<file path="src/rtl/ex_divseq.sv">
// Iterative radix-2 restoring divider for 64-bit signed/unsigned DIV/DIVU.
// One operation in flight; the quotient, remainder and tag return over a valid/ready handshake.
module ex_divseq #(
  parameter int unsigned TAG_W = 6
) (
  input  logic             clk,
  input  logic             rst_n,
  input  logic             flush,
  input  logic             in_valid,
  output logic             in_ready,
  input  logic             in_signed,
  input  logic [63:0]      in1,
  input  logic [63:0]      in2,
  input  logic [TAG_W-1:0] in_tag,
  output logic             out_valid,
  input  logic             out_ready,
  output logic [63:0]      out,
  output logic [63:0]      out2,
  output logic [TAG_W-1:0] out_tag
);

  localparam int unsigned XLEN  = 64;
  localparam int unsigned CNT_W = 6;

  localparam logic [1:0] S_IDLE = 2'd0;
  localparam logic [1:0] S_CALC = 2'd1;
  localparam logic [1:0] S_FIX  = 2'd2;
  localparam logic [1:0] S_DONE = 2'd3;

  localparam logic [XLEN-1:0] MIN_NEG  = {1'b1, {(XLEN-1){1'b0}}};
  localparam logic [XLEN-1:0] ALL_ONES = {XLEN{1'b1}};

  logic [1:0]       state_q, state_d;
  logic [XLEN-1:0]  rem_q, rem_d;
  logic [XLEN-1:0]  quo_q, quo_d;
  logic [XLEN-1:0]  dvs_q, dvs_d;
  logic [CNT_W-1:0] cnt_q, cnt_d;
  logic             neg_q_q, neg_q_d;
  logic             neg_r_q, neg_r_d;
  logic [TAG_W-1:0] tag_q, tag_d;
  logic             out_valid_d;
  logic [XLEN-1:0]  out_d, out2_d;
  logic [TAG_W-1:0] out_tag_d;

  logic [XLEN-1:0]  mag1_c, mag2_c;
  logic [XLEN:0]    shifted_c;
  logic             fits_c;

  assign in_ready = (state_q == S_IDLE);

  // Operand magnitudes; negating MIN yields 2^63 as an unsigned value.
  assign mag1_c = (in_signed && in1[XLEN-1]) ? (-in1) : in1;
  assign mag2_c = (in_signed && in2[XLEN-1]) ? (-in2) : in2;

  // The shifted remainder keeps its carry-out bit so divisors above 2^63 still compare correctly.
  assign shifted_c = {rem_q, quo_q[XLEN-1]};
  assign fits_c    = (shifted_c >= {1'b0, dvs_q});

  // Next-state and datapath decode.
  always_comb begin
    state_d     = state_q;
    rem_d       = rem_q;
    quo_d       = quo_q;
    dvs_d       = dvs_q;
    cnt_d       = cnt_q;
    neg_q_d     = neg_q_q;
    neg_r_d     = neg_r_q;
    tag_d       = tag_q;
    out_valid_d = out_valid;
    out_d       = out;
    out2_d      = out2;
    out_tag_d   = out_tag;

    if (flush) begin
      state_d     = S_IDLE;
      out_valid_d = 1'b0;
    end else begin
      case (state_q)
        S_IDLE: begin
          if (in_valid) begin
            tag_d   = in_tag;
            neg_q_d = in_signed & (in1[XLEN-1] ^ in2[XLEN-1]);
            neg_r_d = in_signed & in1[XLEN-1];
            rem_d   = '0;
            quo_d   = mag1_c;
            dvs_d   = mag2_c;
            cnt_d   = '0;
            if (in2 == '0) begin
              out_d     = ALL_ONES;
              out2_d    = in1;
              out_tag_d = in_tag;
              state_d   = S_DONE;
            end else if (in_signed && (in1 == MIN_NEG) && (in2 == ALL_ONES)) begin
              out_d     = in1;
              out2_d    = '0;
              out_tag_d = in_tag;
              state_d   = S_DONE;
            end else begin
              state_d = S_CALC;
            end
          end
        end
        S_CALC: begin
          if (fits_c) begin
            rem_d = XLEN'(shifted_c - {1'b0, dvs_q});
            quo_d = {quo_q[XLEN-2:0], 1'b1};
          end else begin
            rem_d = shifted_c[XLEN-1:0];
            quo_d = {quo_q[XLEN-2:0], 1'b0};
          end
          cnt_d = cnt_q + CNT_W'(1);
          if (cnt_q == {CNT_W{1'b1}}) begin
            state_d = S_FIX;
          end
        end
        S_FIX: begin
          out_d     = neg_q_q ? (-quo_q) : quo_q;
          out2_d    = neg_r_q ? (-rem_q) : rem_q;
          out_tag_d = tag_q;
          state_d   = S_DONE;
        end
        S_DONE: begin
          // out_valid rises one edge after entering DONE; the result is taken only once it is visible.
          if (out_valid && out_ready) begin
            out_valid_d = 1'b0;
            state_d     = S_IDLE;
          end else begin
            out_valid_d = 1'b1;
          end
        end
        default: begin
          state_d = S_IDLE;
        end
      endcase
    end
  end

  // State and output registers.
  always_ff @(posedge clk or negedge rst_n) begin
    if (!rst_n) begin
      state_q   <= S_IDLE;
      rem_q     <= '0;
      quo_q     <= '0;
      dvs_q     <= '0;
      cnt_q     <= '0;
      neg_q_q   <= 1'b0;
      neg_r_q   <= 1'b0;
      tag_q     <= '0;
      out_valid <= 1'b0;
      out       <= '0;
      out2      <= '0;
      out_tag   <= '0;
    end else begin
      state_q   <= state_d;
      rem_q     <= rem_d;
      quo_q     <= quo_d;
      dvs_q     <= dvs_d;
      cnt_q     <= cnt_d;
      neg_q_q   <= neg_q_d;
      neg_r_q   <= neg_r_d;
      tag_q     <= tag_d;
      out_valid <= out_valid_d;
      out       <= out_d;
      out2      <= out2_d;
      out_tag   <= out_tag_d;
    end
  end

endmodule

</file>
<file path="config.mk">
export PLATFORM = sky130hd
export DESIGN_NAME = ex_divseq
export DESIGN_NICKNAME = d
export VERILOG_FILES = /design/src/rtl/ex_divseq.sv
export SDC_FILE = /design/constraint.sdc
export NUM_CORES = 1
export LEC_CHECK = 0
export ABC_AREA = 1
export BUFFER_PORTS_ARGS = -buffer_cell sky130_fd_sc_hd__buf_2
export CAP_MARGIN = 30
export CORE_UTILIZATION = 25
export CTS_BUF_LIST = sky130_fd_sc_hd__clkbuf_8
export DETAILED_ROUTE_END_ITERATION = 12
export PLACE_DENSITY = 0.39
export SLEW_MARGIN = 20
export SYNTH_ARGS = -nofsm -noshare
export SYNTH_HDL_FRONTEND = slang
export SYNTH_SLANG_ARGS = --single-unit
export TNS_END_PERCENT = 100
</file>
<file path="constraint.sdc">
create_clock -name clk -period 5.2 [get_ports clk]
set_input_delay 0.26 -clock clk [delete_from_list [all_inputs] [get_ports clk]]
set_output_delay 0.26 -clock clk [all_outputs]
set_load 0.02 [all_outputs]
</file>
==> flow_summary.yaml <==
sta:
  hold_slack_ns: 0.0493
  setup-tns-final_ns: 0
  drv_slew: 0
  max_slew_margin_pct: 38.3
  worst_pin_slew_ns: 0.922
  setup_viol: 0
  timing.final.crit_share_pct: 68.6
  fmax_ghz: 0.280
  hold_violations: 0
  finalCriticalPeriod_ns: 3.57
  fin_skew_ns: 0.0396
  rsz0062_at_grt: "false"
routing:
  first_iter_violations: 2833
  vias: 34000
  routed_via_density: 4.72
  totalWireLength_um: 147000
  drc_errors: 0
  ant_nets: 0
  drt-wirelength-per-cell_um: 20.4
  drtPass1Iterations: 7
worst_setup_path:
  criticalPathCategory: "in -> reg"
  cp.required_ns: 5.80
  cp_common_cell: "nand2_1"
  max_stage_delay_ns: 0.64
  crit_start: "in2[0]"
  critPathTopFamily: "simple AND/OR/NAND/NOR gates"
  start_kind: "input port"
  r2r-start: "rem_q[43]"
  crit_arrival_ns: 4.16
  cp-end-kind: "register"
  crit_path_max_fanout: 59
  crit_chain: "dlygate4sd3_1 -> buf_2 -> inv_1 -> ha_1 -> nand2_1 -> nor2_2 -> nand2_1 -> nor2_1 -> and2_4 -> nor2_1 -> o21ai_2 -> nand3_4 -> buf_4 -> nand2_1 -> nand2_1"
  crit_slowest_cell: "nand3_4"
  crit_buf_inv: 4
clock_network:
  clock_path_buffers: 3
  clk_latency_ns: 0.73
  post_cts_buffers: 0
  numCtsBuffers: 73
  tritoncts: "yes"
  path_clk_slew_ns: 0.05
  cts_root_buffer: "clkbuf_8"
  post_cts_resized: 0
  clkSinkCount: 343
  h-tree-depth: 3
floorplan:
  dieArea_um2: 122000
  dieHeight_um: 350
  boundaryPins: 276
  start_util_pct: 25.2
  design.core.area_um2: 120000
  die_w_um: 350
  rows: 127
global_routing:
  overflow: 0
  grtUsageTotal_pct: 23.7
  grt_max_degree: 120
  grt_pass1_wl_um: 216000
  grt_pass1_vias: 33600
  antenna_found_initial: 3
final_layout:
  layout-drive-gt1-share_pct: 8.25
  final_area_um2: 36300
  stdcell_count: 7210
  syn_to_final_growth_pct: 20.0
  final_core_util_pct: 30.3
  final_nets: 5754
pwr:
  power_density_nw_per_um2: 431
  p_leak_nw: 19.3
  vdd_drop_max_mv: 0.219
synth:
  synth_nets: 5406
  synthCells: 5191
  synth-async-reset-ratio_pct: 100
  netlist_area_um2: 30300
  synth_edf_count: 0
  yosysWarnings: 0
  synth_flop_cell: "dfrtp_1"
  ys_seq_area_share_pct: 28.4
  synth_seq_cells: 343
  syn_avg_cell_area_um2: 5.83
  synth_cell_types: 49
min_path:
  min_path_type: "in -> async"
placement:
  place.gp.congestion: 0.927
  dp_cells: 6943
  dp_hpwl_um: 117000
  io_buffers: 275
  placed_area_um2: 33400
outcome:
  status: "finished, final reports clean"
job:
  cap_violations: 0
[cells by family (layout without fill, tap and decap cells)]
group | Yosys count | after routing | synth area share [%]
compound gates | 621 | 621 | 11.2
flops | 343 | 343 | 28.4
xor+xnor | 105 | 105 | 3.04
mux | 6 | 6 | 0.198
fa+ha+maj | 75 | 75 | 3.13
simple gates | 3185 | 3185 | 43.2
other cells | 0 | 1 | 0
buf+inv | 856 | 1262 | 10.9
[placed cells by master, fill, tap and decap left out, drive strengths merged, types with 68 or more instances in the layout]
| master | n |
|---|---|
| nand2 | 1927 |
| inv | 696 |
| nor2 | 568 |
| nand3 | 476 |
| o21ai | 372 |
| dfrtp | 343 |
| buf | 312 |
| dlygate4sd3 | 133 |
| a21oi | 130 |
| clkbuf | 96 |
| nand4 | 92 |
| ha | 74 |
| nor3 | 70 |
| xor2 | 68 |
[final cells by class]
cell class	instances	area, um2
inverter	684	2570
multi-input combinational	3992	18400
sequential	343	8580
antenna	1	2.50
fill	13800	83600
tap	1612	2020
clock buffer	96	1320
timing repair buffer	445	3070
clock inverter	37	310
[layer usage]
layer  vias to the layer above  wire, um  GRT usage [%]
met5                         -         0              0
met4                         0      6920           11.0
met3                       234      5420           2.31
met2                       889     66700           38.5
met1                     15700     68100           31.5
li1                      17200         -              -
[stage by stage]
stage | worst slack, ns | total power, mW
3_5_place_dp | 1.44 | 12.2
3_3_place_gp | 1.46 | 12.2
2_1_floorplan | 2.85 | 9.26
6_report | 1.63 | 15.7
5_1_grt | 1.38 | 16.9
4_1_cts | 1.68 | 15.8
[repair_timing]
action                                  CTS  global route
hold buffers                            133             0
endpoints found under the setup margin    0             0
endpoints found under the hold margin   250             0
[cells in the mapped netlist, types with 2 or more instances]
library cell,n,area [um2]
a21oi_1,130,651
xnor2_1,37,324
o21bai_1,28,210
nand3b_1,25,188
buf_4,2,15.0
xor2_1,68,596
inv_1,672,2520
inv_2,5,18.8
o211ai_1,10,75.1
and2_1,8,50.1
mux2i_1,6,60.1
o21ai_0,369,1850
or2_2,5,31.3
nand3_1,475,2380
nor4_1,6,37.5
clkinv_1,7,26.3
nand4_1,92,576
nand2_1,1925,7230
dfrtp_1,343,8580
nor2_1,564,2120
o21ai_1,2,10.0
nand2_2,2,12.5
and3_1,4,25.0
a31oi_1,13,81.3
o22ai_1,30,188
buf_2,40,200
nor2_2,3,18.8
ha_1,74,926
o21a_1,2,15.0
clkbuf_1,117,439
o31ai_1,8,60.1
nor3_1,69,345
o221ai_1,23,201
buf_6,3,33.8
buf_1,10,37.5
[flip-flops by register name (all words and copies together) (netlist names), 2 cells and up]
name and count:
out2 64, out_tag 6, dvs_q 64, tag_q 6, quo_q 64, cnt_q 6
rem_q 64, state_q 2, out 64
[final timing paths]
| check | endpoint | slack, ns | cells past startpoint |
|---|---|---|---|
| max | out2[25] | 1.63 | 15 |
| min | out[12] | 0.05 | 2 |
| max reg2reg | rem_q[55] | 1.68 | 15 |
| min reg2reg | out2[42] | 0.47 | 2 |
| max in group asynchronous | rem_q[58] | 3.90 | 3 |
| min in group clk | out2[49] | 0.07 | 5 |
[power breakdown]
part | internal (mW) | switching, mW
Clock | 1.91 | 1.45
Sequential | 3.56 | 0.621
Combinational | 2.33 | 5.78
No activity file was read; power rests on OpenSTA's default activity.
